===== src/rtl/wf_done_handshake_ctrl_pkg.sv =====
// wf_done_handshake_ctrl_pkg: shared sizes, FSM encoding and the enabled id decoder
package wf_done_handshake_ctrl_pkg;
  localparam int WF_PER_CU = 40;
  localparam int WF_ID_LENGTH = 6;
  localparam int TIMEOUT_W = 10;
  typedef enum logic [1:0] {IDLE = 2'd0, PRESENT = 2'd1, CLEAR = 2'd2} state_t;
  function automatic logic [WF_PER_CU-1:0] dec_en(input logic en, input logic [WF_ID_LENGTH-1:0] id);
    dec_en = '0;
    if (en && int'(id) < WF_PER_CU) dec_en[id] = 1'b1;
  endfunction
endpackage


===== src/rtl/wf_done_handshake_ctrl_if.sv =====
// wf_done_handshake_ctrl_if: done-request, flush and dispatcher handshake bundle
interface wf_done_handshake_ctrl_if import wf_done_handshake_ctrl_pkg::*; ();
  logic [WF_PER_CU-1:0] done_req_array;
  logic flush_wf_en;
  logic [WF_ID_LENGTH-1:0] flush_wf_id;
  logic wf_done_ack;
  logic wf_done_valid;
  logic [WF_ID_LENGTH-1:0] wf_done_wf_id;
  logic done_clear_en;
  logic [WF_ID_LENGTH-1:0] done_clear_wf_id;
  logic ack_timeout;
  modport slave (
    input done_req_array, flush_wf_en, flush_wf_id, wf_done_ack,
    output wf_done_valid, wf_done_wf_id, done_clear_en, done_clear_wf_id, ack_timeout
  );
  modport master (
    output done_req_array, flush_wf_en, flush_wf_id, wf_done_ack,
    input wf_done_valid, wf_done_wf_id, done_clear_en, done_clear_wf_id, ack_timeout
  );
endinterface


===== src/rtl/wf_done_handshake_ctrl_rr_select_wf.sv =====
// rr_select_wf: round-robin pick of the first eligible wavefront after rr_ptr
module rr_select_wf import wf_done_handshake_ctrl_pkg::*; (
  input  logic [WF_PER_CU-1:0]    eligible_i,
  input  logic [WF_ID_LENGTH-1:0] rr_ptr_i,
  output logic [WF_ID_LENGTH-1:0] win_id_o,
  output logic                    found_o
);
  int idx;
  // scan farthest offset first so the nearest slot after rr_ptr overwrites and wins
  always_comb begin
    win_id_o = '0;
    found_o = 1'b0;
    idx = 0;
    for (int k = WF_PER_CU; k >= 1; k--) begin
      idx = int'(rr_ptr_i) + k;
      idx = (idx >= WF_PER_CU) ? idx - WF_PER_CU : idx;
      if (eligible_i[idx]) begin
        found_o = 1'b1;
        win_id_o = WF_ID_LENGTH'(idx);
      end
    end
  end
endmodule


===== src/rtl/wf_done_handshake_ctrl.sv =====
// wf_done_handshake_ctrl: round-robin completion reporting with ack handshake and clear pulse
module wf_done_handshake_ctrl import wf_done_handshake_ctrl_pkg::*; (
  input logic clk,
  input logic rst,
  wf_done_handshake_ctrl_if.slave bus
);
  state_t state_q, state_d;
  logic [WF_ID_LENGTH-1:0] rr_ptr_q, rr_ptr_d, id_q, id_d, clr_id_q, clr_id_d, win_id;
  logic [WF_PER_CU-1:0] issued_q, issued_d, eligible;
  logic [TIMEOUT_W-1:0] wd_q, wd_d;
  logic valid_q, valid_d, clr_en_q, clr_en_d, tmo_q, tmo_d, found, ack_hit;
  assign eligible = bus.done_req_array & ~issued_q & ~dec_en(bus.flush_wf_en, bus.flush_wf_id);
  assign ack_hit = (state_q == PRESENT) && bus.wf_done_ack;
  rr_select_wf u_sel (
    .eligible_i(eligible),
    .rr_ptr_i  (rr_ptr_q),
    .win_id_o  (win_id),
    .found_o   (found)
  );
  // handshake FSM plus mask and watchdog next state; acked ids stay masked until their request drops
  always_comb begin
    state_d = state_q;
    rr_ptr_d = rr_ptr_q;
    id_d = id_q;
    valid_d = valid_q;
    clr_en_d = clr_en_q;
    clr_id_d = clr_id_q;
    case (state_q)
      IDLE: if (found) begin
        state_d = PRESENT;
        valid_d = 1'b1;
        id_d = win_id;
        rr_ptr_d = win_id;
      end
      PRESENT: if (bus.wf_done_ack) begin
        state_d = CLEAR;
        valid_d = 1'b0;
        clr_en_d = 1'b1;
        clr_id_d = id_q;
      end else if (bus.flush_wf_en && bus.flush_wf_id == id_q) begin
        state_d = IDLE;
        valid_d = 1'b0;
      end
      CLEAR: begin
        state_d = IDLE;
        clr_en_d = 1'b0;
      end
      default: state_d = IDLE;
    endcase
    issued_d = (issued_q & bus.done_req_array) | dec_en(ack_hit, id_q);
    wd_d = (state_q == PRESENT && state_d == PRESENT) ? (&wd_q ? wd_q : wd_q + 1'b1) : '0;
    tmo_d = tmo_q | (&wd_d);
  end
  // state and registered outputs, cleared asynchronously
  always_ff @(posedge clk or posedge rst) begin
    if (rst) begin
      state_q <= IDLE;
      rr_ptr_q <= WF_ID_LENGTH'(WF_PER_CU - 1);
      id_q <= '0;
      valid_q <= 1'b0;
      clr_en_q <= 1'b0;
      clr_id_q <= '0;
      issued_q <= '0;
      wd_q <= '0;
      tmo_q <= 1'b0;
    end else begin
      state_q <= state_d;
      rr_ptr_q <= rr_ptr_d;
      id_q <= id_d;
      valid_q <= valid_d;
      clr_en_q <= clr_en_d;
      clr_id_q <= clr_id_d;
      issued_q <= issued_d;
      wd_q <= wd_d;
      tmo_q <= tmo_d;
    end
  end
  assign bus.wf_done_valid = valid_q;
  assign bus.wf_done_wf_id = id_q;
  assign bus.done_clear_en = clr_en_q;
  assign bus.done_clear_wf_id = clr_id_q;
  assign bus.ack_timeout = tmo_q;
endmodule


===== src/flat_wrapper.sv =====
// flat-port wrapper written by rule: the top's interface ports become plain ports
module wf_done_handshake_ctrl_flat import wf_done_handshake_ctrl_pkg::*;
  (clk, rst, bus_done_req_array, bus_flush_wf_en, bus_flush_wf_id, bus_wf_done_ack, bus_wf_done_valid, bus_wf_done_wf_id, bus_done_clear_en, bus_done_clear_wf_id, bus_ack_timeout);
  wf_done_handshake_ctrl_if bus_i ();
  input logic clk;
  input logic rst;
  input wire logic [$bits(bus_i.done_req_array)-1:0] bus_done_req_array;
  input wire logic [$bits(bus_i.flush_wf_en)-1:0] bus_flush_wf_en;
  input wire logic [$bits(bus_i.flush_wf_id)-1:0] bus_flush_wf_id;
  input wire logic [$bits(bus_i.wf_done_ack)-1:0] bus_wf_done_ack;
  output wire logic [$bits(bus_i.wf_done_valid)-1:0] bus_wf_done_valid;
  output wire logic [$bits(bus_i.wf_done_wf_id)-1:0] bus_wf_done_wf_id;
  output wire logic [$bits(bus_i.done_clear_en)-1:0] bus_done_clear_en;
  output wire logic [$bits(bus_i.done_clear_wf_id)-1:0] bus_done_clear_wf_id;
  output wire logic [$bits(bus_i.ack_timeout)-1:0] bus_ack_timeout;
  assign bus_i.done_req_array = bus_done_req_array;
  assign bus_i.flush_wf_en = bus_flush_wf_en;
  assign bus_i.flush_wf_id = bus_flush_wf_id;
  assign bus_i.wf_done_ack = bus_wf_done_ack;
  assign bus_wf_done_valid = bus_i.wf_done_valid;
  assign bus_wf_done_wf_id = bus_i.wf_done_wf_id;
  assign bus_done_clear_en = bus_i.done_clear_en;
  assign bus_done_clear_wf_id = bus_i.done_clear_wf_id;
  assign bus_ack_timeout = bus_i.ack_timeout;
  wf_done_handshake_ctrl u_core (.clk(clk), .rst(rst), .bus(bus_i));
endmodule

===== config.mk =====
export PLATFORM = sky130hd
export DESIGN_NAME = wf_done_handshake_ctrl_flat
export DESIGN_NICKNAME = d
export VERILOG_FILES = /design/src/rtl/wf_done_handshake_ctrl_pkg.sv /design/src/rtl/wf_done_handshake_ctrl_if.sv /design/src/rtl/wf_done_handshake_ctrl_rr_select_wf.sv /design/src/rtl/wf_done_handshake_ctrl.sv /design/src/flat_wrapper.sv
export SDC_FILE = /design/constraint.sdc
export NUM_CORES = 1
export LEC_CHECK = 0
export ABC_AREA = 1
export BUFFER_PORTS_ARGS = -buffer_cell sky130_fd_sc_hd__buf_4
export CORE_ASPECT_RATIO = 1.2
export CORE_MARGIN = 4
export CORE_UTILIZATION = 40
export DETAILED_ROUTE_END_ITERATION = 8
export PLACE_DENSITY = 0.66
export SLEW_MARGIN = 20
export SYNTH_ARGS = -nofsm -noshare
export SYNTH_HDL_FRONTEND = slang
export SYNTH_SLANG_ARGS = --single-unit

===== constraint.sdc =====
create_clock -name clk -period 8.3 [get_ports clk]
set_input_delay 1.66 -clock clk [delete_from_list [all_inputs] [get_ports clk]]
set_output_delay 1.66 -clock clk [all_outputs]
set_load 0.02 [all_outputs]

==> impl_metrics.prom <==
# TYPE chip_impl_metric gauge
chip_impl_info{name="run_status",value="completed"} 1
chip_impl_metric{name="cts_repair_resize_count",unit=""} 0
chip_impl_info{name="critPathKind",value="flip-flop to flip-flop"} 1
chip_impl_metric{name="setup_viol",unit=""} 0
chip_impl_info{name="grt_setup_unrepaired",value="no"} 1
chip_impl_metric{name="rows",unit=""} 73
chip_impl_metric{name="cp_num_buf_inv",unit=""} 2
chip_impl_metric{name="wire_length_of_the_first_global_routing_pass",unit="um"} 100000
chip_impl_metric{name="timing.critical_path.slowest_cell_delay",unit="ns"} 0.61
chip_impl_metric{name="remaining_design_rule_violation_count",unit=""} 0
chip_impl_metric{name="synthesis.yosys.warnings",unit=""} 0
chip_impl_info{name="critPathLaunchType",value="flip-flop"} 1
chip_impl_metric{name="dieArea",unit="mm^2"} 0.0366
chip_impl_metric{name="post_cts_buffers",unit=""} 0
chip_impl_metric{name="wl_per_cell",unit="um"} 23.4
chip_impl_metric{name="antenna_cells",unit=""} 0
chip_impl_metric{name="via_per_inst",unit=""} 5.88
chip_impl_metric{name="synthesis.area",unit="mm^2"} 0.0134
chip_impl_info{name="worst_path_dominant_cell_family",value="simple AND/OR/NAND/NOR gates"} 1
chip_impl_metric{name="grt_antenna_before_repair",unit=""} 0
chip_impl_metric{name="num-nets-final",unit=""} 2592
chip_impl_metric{name="via_count_of_the_first_global_routing_pass",unit=""} 16000
chip_impl_metric{name="syn_avg_cell_area",unit="um^2"} 5.54
chip_impl_metric{name="layout_min_cycle_time",unit="ns"} 7.46
chip_impl_metric{name="synthDistinctLibCells",unit=""} 65
chip_impl_metric{name="grt_util_all_layers",unit="%"} 36.1
chip_impl_metric{name="seq_area_frac_synth",unit="%"} 13.3
chip_impl_metric{name="core_area",unit="mm^2"} 0.0332
chip_impl_metric{name="synthToLayoutAreaGrowth",unit="%"} 10.5
chip_impl_metric{name="clk_pin_slew_worst_paths",unit="ns"} 0.06
chip_impl_metric{name="worst-endpoint-arrival",unit="ns"} 7.70
chip_impl_metric{name="fmaxAchievable",unit="MHz"} 134
chip_impl_metric{name="worst-path-max-fanout",unit=""} 36
chip_impl_metric{name="clock_insertion_delay_worst_skew",unit="ns"} 0.35
chip_impl_metric{name="initialDrtViolationCount",unit=""} 1938
chip_impl_metric{name="post-route-period-util",unit="%"} 89.8
chip_impl_metric{name="total_number_of_clock_tree_sinks",unit=""} 71
chip_impl_metric{name="required_time_worst_endpoint",unit="ns"} 8.55
chip_impl_metric{name="globalRouteOverflowTotal",unit=""} 0
chip_impl_info{name="end_kind",value="flip-flop"} 1
chip_impl_metric{name="synth_async_sr_flop_share",unit="%"} 100
chip_impl_metric{name="cts_hold_buffers",unit=""} 0
chip_impl_info{name="ys.flop_type",value="dfrtp_1"} 1
chip_impl_metric{name="postSynthNetCount",unit=""} 2536
chip_impl_metric{name="number_of_buffers_on_the_longest_clock_path",unit=""} 2
chip_impl_metric{name="drv.max_cap_violation_count",unit=""} 0
chip_impl_info{name="crit_path_frequent_cell",value="nand2_1"} 1
chip_impl_info{name="clock_root_cell",value="clkbuf_16"} 1
chip_impl_metric{name="cell_count_after_synthesis",unit=""} 2423
chip_impl_metric{name="die_h",unit="um"} 209
chip_impl_metric{name="dr.pass1.iters",unit=""} 7
chip_impl_metric{name="final_antenna_net_count",unit=""} 0
chip_impl_info{name="timing.hold.worst.class",value="flip-flop to flip-flop"} 1
chip_impl_metric{name="max_slew.worst_pin.slew",unit="ns"} 0.954
chip_impl_metric{name="fraction_of_layout_cells_with_a_size_suffix_above_1",unit="%"} 9.22
chip_impl_metric{name="num_vias",unit=""} 17300
chip_impl_info{name="tritoncts",value="yes"} 1
chip_impl_metric{name="htree_num_levels",unit=""} 3
chip_impl_metric{name="timing.max_slew.rel_slack",unit="%"} 35.7
chip_impl_metric{name="final.setup.tns",unit="ns"} 0
chip_impl_metric{name="fin_skew",unit="ns"} 0.00564
chip_impl_metric{name="place_congestion",unit=""} 1.04
chip_impl_metric{name="synth-seq-cells",unit=""} 71
chip_impl_metric{name="finalMaxSlewViolations",unit=""} 0
chip_impl_metric{name="dpl.hpwl",unit="um"} 55900
chip_impl_metric{name="grt_start_max_net_pins",unit=""} 72
chip_impl_metric{name="place.port_buffers",unit=""} 64
chip_impl_info{name="critical_path.slowest_cell",value="dfstp_2"} 1
chip_impl_metric{name="initial_core_utilization",unit="%"} 40.5
chip_impl_metric{name="hold_viol_final",unit=""} 0
chip_impl_metric{name="cts_inserted_buffers",unit=""} 9
chip_impl_metric{name="die-width",unit="um"} 175
chip_impl_metric{name="synth-edff-count",unit=""} 0
chip_impl_metric{name="io-pin-count",unit=""} 65
chip_impl_metric{name="routed_wirelength",unit="um"} 68600
[worst reg2reg max path, delay by kind of cell (launching register included)]
family	cells	cell delay, ns
buffers and inverters	2	0.70
flip-flops	1	0.61
AO/OA/AOI/OAI	2	0.57
adder cells (fa/ha/maj)	1	0.58
AND/OR/NAND/NOR	56	4.86
[through the flow]
step / hold slack, ns / area (um^2) / setup slack, ns / util, % / cells
CTS: 0.481 / 14800 / 1.04 / 44.8 / 2934
floorplan: 0.447 / 13400 / 2.79 / - / 2423
finish: 0.478 / 14800 / 0.843 / 44.8 / 2934
detailed placement: 0.464 / 14500 / 0.718 / 43.8 / 2918
global route: 0.500 / 14800 / 0.281 / 44.8 / 2934
global placement: 0.458 / 14500 / 0.585 / 43.8 / 2918
[cells by family after synthesis]
| group | synth area share, % |
|---|---|
| multiplexers | 0.149 |
| AND/OR/NAND/NOR | 39.8 |
| adder cells (fa/ha/maj) | 5.87 |
| flip-flops | 13.3 |
| AO/OA/AOI/OAI | 22.3 |
| XOR/XNOR | 6.98 |
| buffers and inverters | 11.7 |
[flip-flops by register name, indices dropped and copies added (netlist names)]
signal                       flops
u_core.state_q                   2
u_core.rr_ptr_q                  4
u_core.bus.done_clear_en         1
u_core.bus.wf_done_valid         1
u_core.issued_q                 40
u_core.bus.ack_timeout           1
u_core.bus.wf_done_wf_id         6
u_core.wd_q                     10
u_core.bus.done_clear_wf_id      6
[cells in the final DEF (no fill, tap or decap), types with 5 or more instances in the layout]
master,count
inv_1,276
inv_2,43
and2_1,6
o21bai_1,5
a211oi_1,6
a31o_2,7
nand2_2,8
clkbuf_16,9
o221ai_1,7
o21ai_0,141
nor4_1,12
nand3b_1,8
nor2_1,175
xor2_1,72
buf_4,116
nor3_1,17
ha_1,63
a21oi_1,215
nand3_1,291
nand2_1,702
nand4_1,21
o21ai_1,47
o31ai_1,9
a31oi_1,14
o211ai_1,31
o21a_1,15
dfrtp_1,67
xnor2_1,25
clkinv_1,8
[synthesized netlist by cell type (all sizes together), types with 7 or more instances]
cell type    n  area share [%]
buf         34             1.4
clkbuf      37             1.0
nand4       22             1.1
clkinv       9            0.26
a31o         8            0.52
o21a        17             1.0
nor3        18            0.71
inv        321             9.0
o211ai      33             1.9
a31oi       14            0.65
nand3      292              11
nand2      713              20
nand3b       8            0.45
nor2       180             5.2
nor4        12            0.56
dfrtp       67              12
o21ai      192             7.3
a21oi      219             8.3
o221ai       7            0.46
o31ai        9            0.50
xor2        76             5.3
ha          63             5.9
xnor2       25             1.6
[worst paths after layout]
path	start	end	slack, ns	depth (start not counted)
hold reg to reg	u_core.bus.ack_timeout$_DFF_PP0_	u_core.bus.ack_timeout$_DFF_PP0_	0.48	1
setup / recovery	u_core.rr_ptr_q[1]$_DFFE_PP1P_	u_core.bus.wf_done_wf_id[4]$_DFFE_PP0P_	0.84	61
max in group asynchronous	rst	u_core.wd_q[5]$_DFF_PP0_	6.13	3
setup reg to reg	u_core.rr_ptr_q[1]$_DFFE_PP1P_	u_core.bus.wf_done_wf_id[4]$_DFFE_PP0P_	0.84	61
min in group asynchronous	rst	u_core.issued_q[23]$_DFF_PP0_	1.60	3
hold / removal	u_core.bus.ack_timeout$_DFF_PP0_	u_core.bus.ack_timeout$_DFF_PP0_	0.48	1
[per-layer routing]
layer  track usage (%)  vias to the layer above  part of all wire (%)
li1                  -                     8113                     -
met2              60.6                      961                    46
met4              23.3                        0                   8.0
met1              43.6                     7947                    38
met3              4.31                      235                   7.7
met5                 0                        -                     0
[final cells by class]
type	instances	area, um^2
inverter	330	1240
multi-input combinational	1951	10100
fill	3734	18300
tap	450	563
clock buffer	9	225
timing repair buffer	116	871
clock inverter	7	81.3
sequential	71	1780
Power is not shown: default switching activity piles up to over one toggle a cycle in this logic, so the estimate is an artifact.
